==> config.mk <==
export PLATFORM = sky130hd
export DESIGN_NAME = div_share_arbiter_flat
export DESIGN_NICKNAME = d
export VERILOG_FILES = /design/src/rtl/div_share_pkg.sv /design/src/rtl/div_share_arbiter_if.sv /design/src/rtl/div_share_arbiter_rr_grant.sv /design/src/rtl/div_share_arbiter.sv /design/src/flat_wrapper.sv
export SDC_FILE = /design/constraint.sdc
export NUM_CORES = 1
export LEC_CHECK = 0
export CORE_AREA = 2 2 256 258
export CTS_BUF_LIST = sky130_fd_sc_hd__clkbuf_8
export DETAILED_ROUTE_END_ITERATION = 10
export DIE_AREA = 0 0 258 260
export PLACE_DENSITY = 0.56
export SYNTH_ARGS = -nofsm -noshare
export SYNTH_HDL_FRONTEND = slang
export SYNTH_SLANG_ARGS = --single-unit
export TNS_END_PERCENT = 50
==> constraint.sdc <==
create_clock -name clk -period 21.7 [get_ports clk]
set_input_delay 3.255 -clock clk [delete_from_list [all_inputs] [get_ports clk]]
set_output_delay 3.255 -clock clk [all_outputs]
set_load 0.01 [all_outputs]
==> src/rtl/div_share_pkg.sv <==
// rtl/div_share_pkg.sv - shared types and constants for the divider-sharing arbiter
package div_share_pkg;

  localparam int LOCK_MAX    = 256;
  localparam int LOCK_CNT_W  = $clog2(LOCK_MAX);
  localparam int OWNER_W     = 2;
  localparam int TAG_NUMER_W = 64;

  localparam logic [63:0] DIV0_QUOTIENT = 64'hFFFF_FFFF_FFFF_FFFF;

  typedef enum logic {
    ARB_IDLE,
    ARB_LOCKED
  } arb_state_e;

  typedef struct packed {
    logic                   valid;
    logic [OWNER_W-1:0]     owner;
    logic                   div0;
    logic [TAG_NUMER_W-1:0] numer;
  } tag_t;

  function automatic logic [OWNER_W-1:0] wrap_inc(input logic [OWNER_W-1:0] idx, input int n);
    if (int'(idx) + 1 >= n) return '0;
    return idx + 1'b1;
  endfunction

endpackage

==> src/rtl/div_share_arbiter_if.sv <==
// rtl/div_share_arbiter_if.sv - request/response/divider bundle of the divider-sharing arbiter
interface div_share_arbiter_if #(
  parameter int N_REQ = 2,
  parameter int W     = 64
);
  logic [N_REQ-1:0]        req_valid;
  logic [N_REQ-1:0]        req_lock;
  logic [N_REQ-1:0][W-1:0] req_numer;
  logic [N_REQ-1:0][W-1:0] req_denom;
  logic [N_REQ-1:0]        req_ready;
  logic [N_REQ-1:0]        resp_valid;
  logic [W-1:0]            resp_quotient;
  logic [W-1:0]            resp_remain;
  logic                    resp_div0;
  logic [W-1:0]            div_numer;
  logic [W-1:0]            div_denom;
  logic [W-1:0]            div_quotient;
  logic [W-1:0]            div_remain;
  logic                    busy;

  modport master (
    output req_valid, req_lock, req_numer, req_denom, div_quotient, div_remain,
    input  req_ready, resp_valid, resp_quotient, resp_remain, resp_div0,
           div_numer, div_denom, busy
  );

  modport slave (
    input  req_valid, req_lock, req_numer, req_denom, div_quotient, div_remain,
    output req_ready, resp_valid, resp_quotient, resp_remain, resp_div0,
           div_numer, div_denom, busy
  );
endinterface

==> src/rtl/div_share_arbiter_rr_grant.sv <==
// rtl/div_share_arbiter_rr_grant.sv - round-robin one-hot grant starting at the pointer, with wrap
module rr_grant
  import div_share_pkg::*;
#(
  parameter int N = 2
) (
  input  logic [OWNER_W-1:0] ptr_i,
  input  logic [N-1:0]       req_i,
  output logic [N-1:0]       grant_o
);

  logic found;
  int   idx;

  always_comb begin
    grant_o = '0;
    found   = 1'b0;
    idx     = 0;
    for (int k = 0; k < N; k++) begin
      idx = int'(ptr_i) + k;
      if (idx >= N) idx = idx - N;
      for (int j = 0; j < N; j++) begin
        if (!found && (j == idx) && req_i[j]) begin
          grant_o[j] = 1'b1;
          found      = 1'b1;
        end
      end
    end
  end

endmodule

==> src/rtl/div_share_arbiter.sv <==
// rtl/div_share_arbiter.sv - shares one pipelined divider between N_REQ requesters with RR + burst lock
// Optional per-requester grant and stall counters: DIV_SHARE_ARB_STATS_EN.
module div_share_arbiter
  import div_share_pkg::*;
#(
  parameter int N_REQ       = 2,
  parameter int DIV_LATENCY = 2,
  parameter int W           = 64
) (
  input  logic clk,
  input  logic reset,
  div_share_arbiter_if.slave bus
`ifdef DIV_SHARE_ARB_STATS_EN
  ,
  output logic [N_REQ-1:0][31:0] stat_grants,
  output logic [31:0]            stat_stall
`endif
);

  localparam int L = DIV_LATENCY;

  arb_state_e              state_q, state_d;
  logic [OWNER_W-1:0]      rr_ptr_q, rr_ptr_d;
  logic [OWNER_W-1:0]      lock_owner_q, lock_owner_d;
  logic [LOCK_CNT_W-1:0]   lock_cnt_q, lock_cnt_d;
  logic [N_REQ-1:0]        rr_gnt, grant, accept_vec, lock_onehot, resp_vec;
  logic [OWNER_W-1:0]      winner;
  logic [W-1:0]            sel_numer, sel_denom;
  logic                    accept, is_div0, winner_lock, owner_lock;
  tag_t                    tag_q [L+1];
  logic [W-1:0]            div_numer_q, div_denom_q, resp_quot_q, resp_rem_q;
  logic [N_REQ-1:0]        resp_valid_q;
  logic                    resp_div0_q;

  rr_grant #(.N(N_REQ)) u_rr_grant (
    .ptr_i   (rr_ptr_q),
    .req_i   (bus.req_valid),
    .grant_o (rr_gnt)
  );

  // Output process: a held lock overrides round robin; ready is forced low in reset.
  always_comb begin
    lock_onehot = '0;
    for (int i = 0; i < N_REQ; i++) lock_onehot[i] = (OWNER_W'(i) == lock_owner_q);
    grant = (state_q == ARB_LOCKED) ? (lock_onehot & bus.req_valid) : rr_gnt;
    if (reset) grant = '0;
  end

  assign bus.req_ready = grant;
  assign accept_vec    = grant & bus.req_valid;
  assign accept        = |accept_vec;
  assign winner_lock   = |(accept_vec & bus.req_lock);
  assign owner_lock    = |(lock_onehot & bus.req_lock);
  assign is_div0       = accept && (sel_denom == '0);

  always_comb begin
    winner    = '0;
    sel_numer = '0;
    sel_denom = '0;
    for (int i = 0; i < N_REQ; i++) begin
      if (accept_vec[i]) begin
        winner    = OWNER_W'(i);
        sel_numer = bus.req_numer[i];
        sel_denom = bus.req_denom[i];
      end
    end
  end

  always_comb begin
    state_d      = state_q;
    rr_ptr_d     = rr_ptr_q;
    lock_owner_d = lock_owner_q;
    lock_cnt_d   = lock_cnt_q;
    if (accept) rr_ptr_d = wrap_inc(winner, N_REQ);
    case (state_q)
      ARB_IDLE: begin
        if (accept && winner_lock) begin
          state_d      = ARB_LOCKED;
          lock_owner_d = winner;
          lock_cnt_d   = '0;
        end
      end
      ARB_LOCKED: begin
        // Starvation guard takes precedence over a still-asserted lock.
        if (lock_cnt_q == LOCK_CNT_W'(LOCK_MAX - 1)) begin
          state_d  = ARB_IDLE;
          rr_ptr_d = wrap_inc(lock_owner_q, N_REQ);
        end else if (!owner_lock) begin
          state_d = ARB_IDLE;
        end else begin
          lock_cnt_d = lock_cnt_q + 1'b1;
        end
      end
      default: state_d = ARB_IDLE;
    endcase
  end

  always_ff @(posedge clk or posedge reset) begin
    if (reset) begin
      state_q      <= ARB_IDLE;
      rr_ptr_q     <= '0;
      lock_owner_q <= '0;
      lock_cnt_q   <= '0;
    end else begin
      state_q      <= state_d;
      rr_ptr_q     <= rr_ptr_d;
      lock_owner_q <= lock_owner_d;
      lock_cnt_q   <= lock_cnt_d;
    end
  end

  always_comb begin
    for (int i = 0; i < N_REQ; i++)
      resp_vec[i] = tag_q[L].valid && (tag_q[L].owner == OWNER_W'(i));
  end

  always_ff @(posedge clk or posedge reset) begin
    if (reset) begin
      for (int i = 0; i <= L; i++) tag_q[i] <= '0;
      div_numer_q  <= '0;
      div_denom_q  <= W'(1);
      resp_valid_q <= '0;
      resp_quot_q  <= '0;
      resp_rem_q   <= '0;
      resp_div0_q  <= 1'b0;
    end else begin
      tag_q[0].valid <= accept;
      tag_q[0].owner <= winner;
      tag_q[0].div0  <= is_div0;
      tag_q[0].numer <= is_div0 ? TAG_NUMER_W'(sel_numer) : '0;
      for (int i = 1; i <= L; i++) tag_q[i] <= tag_q[i-1];
      if (accept) begin
        div_numer_q <= is_div0 ? '0 : sel_numer;
        div_denom_q <= is_div0 ? W'(1) : sel_denom;
      end
      resp_valid_q <= resp_vec;
      resp_div0_q  <= tag_q[L].valid && tag_q[L].div0;
      if (tag_q[L].valid) begin
        resp_quot_q <= tag_q[L].div0 ? W'(DIV0_QUOTIENT) : bus.div_quotient;
        resp_rem_q  <= tag_q[L].div0 ? W'(tag_q[L].numer) : bus.div_remain;
      end
    end
  end

  always_comb begin
    bus.busy = 1'b0;
    for (int i = 0; i <= L; i++) bus.busy = bus.busy | tag_q[i].valid;
  end

  assign bus.div_numer     = div_numer_q;
  assign bus.div_denom     = div_denom_q;
  assign bus.resp_valid    = resp_valid_q;
  assign bus.resp_quotient = resp_quot_q;
  assign bus.resp_remain   = resp_rem_q;
  assign bus.resp_div0     = resp_div0_q;

`ifdef DIV_SHARE_ARB_STATS_EN
  logic [N_REQ-1:0][31:0] stat_grants_q;
  logic [31:0]            stat_stall_q;

  always_ff @(posedge clk or posedge reset) begin
    if (reset) begin
      stat_grants_q <= '0;
      stat_stall_q  <= '0;
    end else begin
      for (int i = 0; i < N_REQ; i++)
        if (accept_vec[i]) stat_grants_q[i] <= stat_grants_q[i] + 32'd1;
      if ((|(bus.req_valid & ~accept_vec)) && (stat_stall_q != '1))
        stat_stall_q <= stat_stall_q + 32'd1;
    end
  end

  assign stat_grants = stat_grants_q;
  assign stat_stall  = stat_stall_q;
`endif

endmodule

==> src/flat_wrapper.sv <==
// flat-port wrapper written by rule: the top's interface ports become plain ports
module div_share_arbiter_flat import div_share_pkg::*;
#(
  parameter int N_REQ       = 2,
  parameter int DIV_LATENCY = 2,
  parameter int W           = 64
)
  (clk, reset, bus_req_valid, bus_req_lock, bus_req_numer, bus_req_denom, bus_div_quotient, bus_div_remain, bus_req_ready, bus_resp_valid, bus_resp_quotient, bus_resp_remain, bus_resp_div0, bus_div_numer, bus_div_denom, bus_busy);
  div_share_arbiter_if #(.N_REQ(N_REQ), .W(W)) bus_i ();
  input  logic clk;
  input  logic reset;
  input wire logic [$bits(bus_i.req_valid)-1:0] bus_req_valid;
  input wire logic [$bits(bus_i.req_lock)-1:0] bus_req_lock;
  input wire logic [$bits(bus_i.req_numer)-1:0] bus_req_numer;
  input wire logic [$bits(bus_i.req_denom)-1:0] bus_req_denom;
  input wire logic [$bits(bus_i.div_quotient)-1:0] bus_div_quotient;
  input wire logic [$bits(bus_i.div_remain)-1:0] bus_div_remain;
  output wire logic [$bits(bus_i.req_ready)-1:0] bus_req_ready;
  output wire logic [$bits(bus_i.resp_valid)-1:0] bus_resp_valid;
  output wire logic [$bits(bus_i.resp_quotient)-1:0] bus_resp_quotient;
  output wire logic [$bits(bus_i.resp_remain)-1:0] bus_resp_remain;
  output wire logic [$bits(bus_i.resp_div0)-1:0] bus_resp_div0;
  output wire logic [$bits(bus_i.div_numer)-1:0] bus_div_numer;
  output wire logic [$bits(bus_i.div_denom)-1:0] bus_div_denom;
  output wire logic [$bits(bus_i.busy)-1:0] bus_busy;
  assign bus_i.req_valid = bus_req_valid;
  assign bus_i.req_lock = bus_req_lock;
  assign bus_i.req_numer = bus_req_numer;
  assign bus_i.req_denom = bus_req_denom;
  assign bus_i.div_quotient = bus_div_quotient;
  assign bus_i.div_remain = bus_div_remain;
  assign bus_req_ready = bus_i.req_ready;
  assign bus_resp_valid = bus_i.resp_valid;
  assign bus_resp_quotient = bus_i.resp_quotient;
  assign bus_resp_remain = bus_i.resp_remain;
  assign bus_resp_div0 = bus_i.resp_div0;
  assign bus_div_numer = bus_i.div_numer;
  assign bus_div_denom = bus_i.div_denom;
  assign bus_busy = bus_i.busy;
  div_share_arbiter #(.N_REQ(N_REQ), .DIV_LATENCY(DIV_LATENCY), .W(W)) u_core (.clk(clk), .reset(reset), .bus(bus_i));
endmodule
==> results.yml, run 1 <==
status:
  status: "finished, final reports clean"
timing:
  slew_headroom_pct: 11.6
  finalCriticalPeriod_ns: 9.19
  slew_violations: 0
  max_freq_ghz: 0.109
  fin_setup_tns_ns: 0
  fin_crit_sh_pct: 42.4
  setup_ws_ns: 12.51
  setup_viol: 0
  skew_ns: 0.0244
  worst_pin_slew_ns: 1.33
  rsz0062_at_grt: "no"
  hold_viol: 0
worst_setup_path:
  path_max_fanout: 35
  required_ns: 18.45
  cp_num_buf_inv: 4
  r2r_cells: 8
  cp-start-kind: "primary input"
  crit_family: "buffers and inverters"
  crit_type: "primary input to primary output"
  worstPathCellList: "clkdlybuf4s50_1 > nor2b_1 > o311ai_4 > buf_4 > inv_4 > clkdlybuf4s50_1"
  crit_cells: 6
  end_kind: "primary output"
  slowest_delay_ns: 0.71
  cpMaxStageDelayCell: "clkdlybuf4s50_1"
  crit_arrival_ns: 5.94
  crit_top_cell: "clkdlybuf4s50_1"
global_route:
  grtUsageTotal_pct: 17.6
  grt_pass1_wl_mm: 89.6
  grt-ovfl-total: 0
  grt_pass1_vias: 14300
  antenna_found_initial: 4
  grt_max_degree: 188
layout:
  layout_common_cells: "clkdlybuf4s50_1, dfrtp_1, mux2i_1, nor2_1, nand2_1"
  drive_above_1_share_pct: 7.42
  n_fill_cell: 6048
  multi_input_area_sq_mm: 0.00504
  num_antenna_cells: 0
  fin_nets: 2430
  seq_area_sq_mm: 0.0118
  area_growth_pct: 53.2
  final_common_cell: "clkdlybuf4s50_1"
job:
  max_cap_viol_count: 0
clocking:
  cts_buffers: 85
  root_buffer: "clkbuf_8"
  post-cts-setup-buffers: 0
  insertion_delay_ns: 0.65
  hold_buffers: 0
  htree_levels: 3
  cts_max_path_buffers: 3
  cts_tree: "built"
  cts_sinks: 472
  cts.repair.resized: 0
  clkTransAtPathRegs_ns: 0.06
yosys:
  syn_area_sq_mm: 0.0172
  ys_ff_latch: 472
  synth_seq_area_share_pct: 68.6
  ys_types: 38
  syn-instance-count: 1380
  synth.avg_cell_area_sq_um: 12.5
  async_reset_ff_share_pct: 100
  yosysWarnings: 0
  synth_nets: 1771
  synth_ff_type: "dfrtp_1"
  synth_edf_count: 0
route:
  drc_errors: 0
  antenna_left: 0
  vias: 13300
  top_layer: "met5"
  wirelength_mm: 60.3
  initialDrtViolationCount: 779
  drt-met1-wl_mm: 23.1
  first_pass_iters: 7
  dr_wl_met2_mm: 30.6
  wl_met3_mm: 5.24
  wl_per_cell_um: 20.4
  vias_per_cell: 4.48
hold_path:
  holdCritPathClass: "register to register"
  hold_depth: 0
die:
  die_h_um: 260
  rows: 93
  start_util_pct: 26.9
  core_area_sq_mm: 0.0641
  pin_count: 652
  die_area_sq_mm: 0.0671
  die_w_um: 258
place:
  portBuffers: 651
  gp_congestion: 0.881
  hpwl_mm: 43.7
  dpl_worst_slack_ns: 12.49
pwr:
  vdd_drop_max_v: 0.0000508
  power_density_mw_per_mm2: 120
  leakage_nw: 11.2
==> area by class of cell <==
cell class,count,area share (%)
clock buffer,106,5.53
inverter,8,0.152
multi-input combinational,808,19.1
timing repair buffer,664,25.2
tap,855,4.06
sequential,472,44.8
clock inverter,44,1.17
==> cells by family after synthesis <==
| logic type | count (synthesis) | share of synthesized area (%) |
|---|---|---|
| flip-flops | 472 | 68.6 |
| AND/OR/NAND/NOR | 338 | 8.11 |
| AO/OA/AOI/OAI | 312 | 11.8 |
| multiplexers | 151 | 8.79 |
| buffers and inverters | 100 | 2.27 |
| XOR/XNOR | 6 | 0.305 |
| adder cells (fa/ha/maj) | 1 | 0.0727 |
==> state kept, by name, summed over array words and instances, names as in the netlist <==
signal and count:
u_core.bus.div_numer 64, u_core.bus.resp_remain 64, u_core.lock_cnt_q 8, u_core.lock_owner_q 1, u_core.bus.resp_valid 2, u_core.rr_ptr_q 2, u_core.state_q 1, u_core.bus.resp_quotient 64
u_core.bus.resp_div0 1, u_core.tag_q 201, u_core.bus.div_denom 64
==> stage by stage <==
step / util (%) / instance area [sq um] / total power, W / hold WS, ns / cells
floorplan: - / 17200 / 0.00163 / 0.331 / 1380
global placement: 38.4 / 24600 / 0.00231 / 0.332 / 2807
detailed placement: 38.4 / 24600 / 0.00232 / 0.335 / 2807
CTS: 41.1 / 26400 / 0.00321 / 0.324 / 2957
global route: 41.1 / 26400 / 0.00333 / 0.345 / 2957
finish: 41.1 / 26400 / 0.00315 / 0.336 / 2957
==> cells in the mapped netlist (all sizes together), types with 3 or more instances <==
library cell	instances	area share, %
a21oi	108	3.1
a22oi	46	2.0
and3	3	0.11
buf	33	0.81
clkbuf	59	1.3
dfrtp	471	68
inv	8	0.17
mux2i	149	8.7
nand2	134	2.9
nand3	5	0.15
nand4	8	0.29
nor2	150	3.3
nor2b	3	0.11
nor4	28	1.0
o21ai	63	1.8
o22a	65	3.3
o31ai	21	0.92
xnor2	4	0.20
==> final timing paths <==
| path | startpoint | slack [ns] | to |
|---|---|---|---|
| max in group asynchronous | reset | 16.43 | u_core.tag_q[58]$_DFF_PP0_ |
| worst max-delay path | reset | 12.51 | bus_req_ready[0] |
| min in group asynchronous | reset | 3.29 | u_core.rr_ptr_q[0]$_DFF_PP0_ |
| worst min register to register | u_core.tag_q[127]$_DFF_PP0_ | 0.34 | u_core.tag_q[59]$_DFF_PP0_ |
| worst min-delay path | u_core.tag_q[127]$_DFF_PP0_ | 0.34 | u_core.tag_q[59]$_DFF_PP0_ |
| worst max register to register | u_core.state_q$_DFF_PP0_ | 18.12 | u_core.bus.div_numer[60]$_DFFE_PP0P_ |
==> layer usage <==
metal,GRT usage [%],vias to the layer above
met5,0,-
met4,4.74,8
met3,6.66,102
met2,31.1,535
met1,19.9,6429
li1,-,6178
==> power breakdown <==
group | total (W) | internal (W) | switching (W)
clock network | 0.000858 | 0.000479 | 0.000378
registers | 0.00125 | 0.00111 | 0.000145
logic | 0.00104 | 0.000567 | 0.000477
total | 0.00315 | 0.00215 | 0.00100
No activity file was read; power rests on OpenSTA's default activity.
==> run 2, diff against run 1 <==
--- a/config.mk
+++ b/config.mk
@@ -9,7 +9,7 @@
 export CTS_BUF_LIST = sky130_fd_sc_hd__clkbuf_8
 export DETAILED_ROUTE_END_ITERATION = 10
 export DIE_AREA = 0 0 258 260
-export PLACE_DENSITY = 0.56
+export PLACE_DENSITY = 0.58
 export SYNTH_ARGS = -nofsm -noshare
 export SYNTH_HDL_FRONTEND = slang
 export SYNTH_SLANG_ARGS = --single-unit
==> constraint.sdc (replaced) <==
create_clock -name clk -period 7.78 [get_ports clk]
set_input_delay 1.167 -clock clk [delete_from_list [all_inputs] [get_ports clk]]
set_output_delay 1.167 -clock clk [all_outputs]
set_load 0.01 [all_outputs]
==> run 2 against run 1 <==
Effect of this change: combinational power grew to 2.8 times the previous value; worst hold slack lost 0.0023 ns; flip-flop and latch count did not move; clock skew is essentially flat; core utilization down 0.12 points; power rose to 2.8 times the previous value; via count increased by 1.7%; sequential share of layout area up 0.13 points; critical path depth unchanged; global-route usage grew 0.13 points; critical path type unchanged; highest routed layer unchanged.
==> results.yml, run 2 (synthesized netlist as in run 1, its figures left out) <==
clocking:
  htree_levels: 3
  cts_buffers: 85
  cts_tree: "built"
  clkTransAtPathRegs_ns: 0.05
  insertion_delay_ns: 0.65
  post-cts-setup-buffers: 0
  hold_buffers: 0
  cts.repair.resized: 0
  root_buffer: "clkbuf_8"
  cts_max_path_buffers: 3
  cts_sinks: 472
global_route:
  grt-ovfl-total: 0
  antenna_found_initial: 2
  grtUsageTotal_pct: 17.7
  grt_pass1_vias: 14400
  grt_max_degree: 173
  grt_pass1_wl_mm: 90.1
timing:
  worst_pin_slew_ns: 1.10
  fin_setup_tns_ns: 0
  skew_ns: 0.0241
  fin_crit_sh_pct: 61.8
  hold_viol: 0
  finalCriticalPeriod_ns: 4.81
  max_freq_ghz: 0.208
  slew_violations: 0
  slew_headroom_pct: 26.9
  setup_viol: 0
  rsz0062_at_grt: "no"
  hold_ws_ns: 0.334
route:
  vias: 13500
  vias_per_cell: 4.55
  first_pass_iters: 5
  initialDrtViolationCount: 833
  antenna_left: 0
  wirelength_mm: 60.9
  drc_errors: 0
  wl_per_cell_um: 20.6
layout:
  area_growth_pct: 52.8
  drive_above_1_share_pct: 6.65
  largest_register: "u_core.tag_q"
  fin_util_pct: 41.0
  n_fill_cell: 6084
  layout_common_cells: "clkdlybuf4s50_1, dfrtp_1, mux2i_1, nor2_1, nand2_1"
  final_area_sq_mm: 0.0263
  fin_nets: 2432
  final_common_cell: "clkdlybuf4s50_1"
  largest_register_ff_count: 201
die:
  die_w_um: 258
  start_util_pct: 26.9
  die_h_um: 260
  die_area_sq_mm: 0.0671
  pin_count: 652
  core_area_sq_mm: 0.0641
  rows: 93
worst_setup_path:
  crit_top_cell: "clkdlybuf4s50_1"
  end_kind: "primary output"
  cpMaxStageDelayCell: "clkdlybuf4s50_1"
  path_max_fanout: 26
  r2r_end: "u_core.bus.div_denom[0]$_DFFE_PP1P_"
  r2r_start: "u_core.state_q$_DFF_PP0_"
  r2r_cells: 8
  cp-start-kind: "primary input"
  crit_type: "primary input to primary output"
  startpoint: "bus_req_valid[0]"
  slowest_delay_ns: 0.79
  crit_arrival_ns: 3.64
  worst-r2r-setup-slack_ns: 3.98
  endpoint: "bus_req_ready[0]"
  required_ns: 6.61
  worstPathCellList: "clkdlybuf4s50_1 > nor2b_1 > o311ai_4 > buf_4 > inv_4 > clkdlybuf4s50_1"
pwr:
  vdd_drop_max_v: 0.000156
  power_density_mw_per_mm2: 330
  total_power_w: 0.00869
  leakage_nw: 11.2
place:
  hpwl_mm: 43.7
  dpl_cell_area_sq_mm: 0.0246
  portBuffers: 651
  gp_congestion: 0.863
hold_path:
  min-delay-start: "u_core.tag_q[127]$_DFF_PP0_"
  holdCritPathClass: "register to register"
job:
  max_cap_viol_count: 0
status:
  status: "finished, final reports clean"
run 2: cell types whose count changed in the layout (fill, tap and decap cells not counted):
cell        before  now
clkinv_8         0    1
diode_2          0    2
inv_6            2    1
clkinv_4         1    0
bufinv_16        3    4
clkbuf_8       106   95
inv_8            4    2
clkinv_2        12    5
buf_4           11   13
inv_1           26   45
clkinvlp_4       3    5
run 2: area by class of cell:
class / instances / area (sq um) / area share (%)
inverter: 8 / 36.3 / 0.138
clock buffer: 95 / 1310 / 4.97
multi-input combinational: 808 / 5040 / 19.2
antenna: 2 / 5.00 / 0.0190
tap: 855 / 1070 / 4.07
clock inverter: 56 / 369 / 1.40
sequential: 472 / 11800 / 44.9
timing repair buffer: 666 / 6650 / 25.3
run 2: stage by stage:
step | cells | worst slack (ns)
final | 2962 | 2.97
after global routing | 2962 | 2.89
after CTS | 2960 | 2.95
after detailed placement | 2809 | 2.69
after global placement | 2809 | 2.72
after floorplan | 1380 | 0.221
run 2: how the worst min path moves through the flow:
stage                                 end  slack, ns  cells past startpoint
6_report       u_core.tag_q[59]$_DFF_PP0_       0.33                      0
5_1_grt        u_core.tag_q[14]$_DFF_PP0_       0.34                      0
4_1_cts        u_core.tag_q[59]$_DFF_PP0_       0.33                      0
3_5_place_dp   u_core.tag_q[15]$_DFF_PP0_       0.33                      0
3_3_place_gp   u_core.tag_q[65]$_DFF_PP0_       0.33                      0
2_1_floorplan   u_core.tag_q[0]$_DFF_PP0_       0.33                      0
run 2: routing by layer:
metal / global-route usage [%] / up-vias / routed length [um]
met1: 20.4 / 6627 / 23700
met3: 5.68 / 122 / 5010
li1: - / 6179 / -
met4: 7.53 / 2 / 2080
met5: 0 / - / 16
met2: 30.3 / 549 / 30100
run 2: critical path: cells and delay by family:
| family | cells | cell delay [ns] |
|---|---|---|
| buffers and inverters | 4 | 2.03 |
| AO/OA/AOI/OAI | 1 | 0.13 |
| AND/OR/NAND/NOR | 1 | 0.28 |
run 2: power by group:
group | internal [W] | switching (W)
clock network | 0.00126 | 0.00105
registers | 0.00308 | 0.000385
logic | 0.00158 | 0.00133
==> run 3, diff against run 2 <==
==> constraint.sdc (replaced) <==
create_clock -name clk -period 4.2 [get_ports clk]
set_input_delay 0.63 -clock clk [delete_from_list [all_inputs] [get_ports clk]]
set_output_delay 0.63 -clock clk [all_outputs]
set_load 0.01 [all_outputs]
==> run 3 against run 2 <==
Effect of this change: sequential power grew 87%; non-clock buffer count up 22; highest routed layer is now met4; worst setup slack worse by 2.0 ns; global-route usage about the same; largest cell class unchanged; core utilization up 0.35 points; flip-flop and latch count unchanged; design area increased by 0.86%; clock-buffer cell count is 3 higher.
==> results.yml, run 3 (synthesized netlist as in run 1, its figures left out) <==
global_route:
  grt-ovfl-total: 0
  grt_pass1_wl_mm: 89.9
  grtUsageTotal_pct: 17.7
  grt_pass1_vias: 14400
  grt_max_degree: 116
  antenna_found_initial: 4
timing:
  setup_ws_ns: 0.968
  worst_pin_slew_ns: 1.06
  slew_headroom_pct: 28.9
  slew_violations: 0
  fin_setup_tns_ns: 0
  rsz0062_at_grt: "no"
  hold_viol: 0
  max_freq_ghz: 0.309
  finalCriticalPeriod_ns: 3.23
  fin_crit_sh_pct: 77.0
  skew_ns: 0.0349
  setup_viol: 0
layout:
  largest_register_ff_count: 201
  n_fill_cell: 6095
  final_area_sq_mm: 0.0265
  drive_above_1_share_pct: 8.02
  fin_cells: 2980
  layout_common_cells: "clkdlybuf4s50_1, dfrtp_1, mux2i_1, nor2_1, nand2_1"
  final_common_cell: "clkdlybuf4s50_1"
  area_growth_pct: 54.1
  largest_register: "u_core.tag_q"
  fin_nets: 2451
  fin_util_pct: 41.4
place:
  dpl_cell_area_sq_mm: 0.0248
  hpwl_mm: 44.8
  gp_congestion: 0.879
  portBuffers: 651
  dpl_worst_slack_ns: 0.747
  dp.cells: 2831
clocking:
  insertion_delay_ns: 0.65
  cts_tree: "built"
  cts_sinks: 472
  post-cts-setup-buffers: 0
  htree_levels: 3
  cts_max_path_buffers: 3
  hold_buffers: 0
  clkTransAtPathRegs_ns: 0.06
  root_buffer: "clkbuf_8"
  cts_buffers: 82
  cts.repair.resized: 0
die:
  die_area_sq_mm: 0.0671
  die_w_um: 258
  die_h_um: 260
  start_util_pct: 26.9
  pin_count: 652
  core_area_sq_mm: 0.0641
  rows: 93
worst_setup_path:
  crit_top_cell: "clkdlybuf4s50_1"
  path_max_fanout: 17
  end_kind: "primary output"
  cpMaxStageDelayCell: "clkdlybuf4s50_1"
  crit_arrival_ns: 2.60
  cp_num_buf_inv: 3
  cp-start-kind: "primary input"
  slowest_delay_ns: 0.67
  crit_type: "primary input to primary output"
  worstPathCellList: "clkdlybuf4s50_1 > nor2b_1 > o311ai_4 > inv_4 > clkdlybuf4s50_1"
  required_ns: 3.57
  crit_family: "buffers and inverters"
hold_path:
  holdCritPathClass: "register to register"
pwr:
  vdd_drop_max_v: 0.000289
  leakage_nw: 11.3
  power_density_mw_per_mm2: 608
route:
  wl_per_cell_um: 20.3
  antenna_left: 0
  vias_per_cell: 4.52
  first_pass_iters: 6
  initialDrtViolationCount: 785
  vias: 13500
  drc_errors: 0
  wirelength_mm: 60.5
job:
  max_cap_viol_count: 0
status:
  status: "finished, final reports clean"
-- run 3: cell types whose count changed in the layout (fill, tap and decap cells not counted), moves of 2 or more --
cell / previous run / this run
inv_1: 45 / 31
diode_2: 2 / 4
clkbuf_8: 95 / 98
clkinv_2: 5 / 13
buf_12: 2 / 5
buf_4: 13 / 32
clkinvlp_4: 5 / 2
-- run 3: stage by stage --
| stage | total power (W) | hold WS, ns |
|---|---|---|
| 3_5_place_dp | 0.0120 | 0.335 |
| 4_1_cts | 0.0164 | 0.332 |
| 3_3_place_gp | 0.0119 | 0.332 |
| 6_report | 0.0161 | 0.331 |
| 5_1_grt | 0.0171 | 0.342 |
| 2_1_floorplan | 0.00845 | 0.331 |
-- run 3: power breakdown --
part / total [W] / internal (W) / leakage (nW) / switching [W]
Clock: 0.00428 / 0.00238 / 0.972 / 0.00190
Sequential: 0.00648 / 0.00571 / 5.96 / 0.000772
Combinational: 0.00536 / 0.00295 / 4.38 / 0.00241
Total: 0.0161 / 0.0110 / 11.3 / 0.00508
-- run 3: path summary, 6_finish.rpt --
kind                                       startpoint                              endpoint  slack, ns  cells after the start
min in group asynchronous                       reset  u_core.bus.div_denom[23]$_DFFE_PP0P_       0.73                      2
setup reg to reg             u_core.state_q$_DFF_PP0_           u_core.tag_q[176]$_DFF_PP0_       1.28                      8
hold reg to reg            u_core.tag_q[93]$_DFF_PP0_            u_core.tag_q[25]$_DFF_PP0_       0.33                      0
max in group asynchronous                       reset   u_core.bus.div_numer[2]$_DFFE_PP0P_       2.53                      3
setup / recovery                     bus_req_valid[0]                      bus_req_ready[0]       0.97                      5
hold / removal             u_core.tag_q[93]$_DFF_PP0_            u_core.tag_q[25]$_DFF_PP0_       0.33                      0
-- run 3: per-layer routing --
metal	track usage (%)	share of wire [%]	routed length (um)
met5	0	0	0
met4	7.68	3.4	2090
met3	5.34	7.9	4810
met1	20.7	39	23600
met2	30.3	50	30000
-- run 3: cell type report --
cell class              instances  area, sq um  share of cell area, %
repair buffers                688         6860                   25.9
clock inverters                47          347                   1.31
flip-flops and latches        472        11800                   44.6
well taps                     855         1070                   4.03
clock buffers                  98         1350                   5.09
multi-input cells             808         5040                   19.0
diodes                          4         10.0                 0.0377
inverters                       8         36.3                  0.137
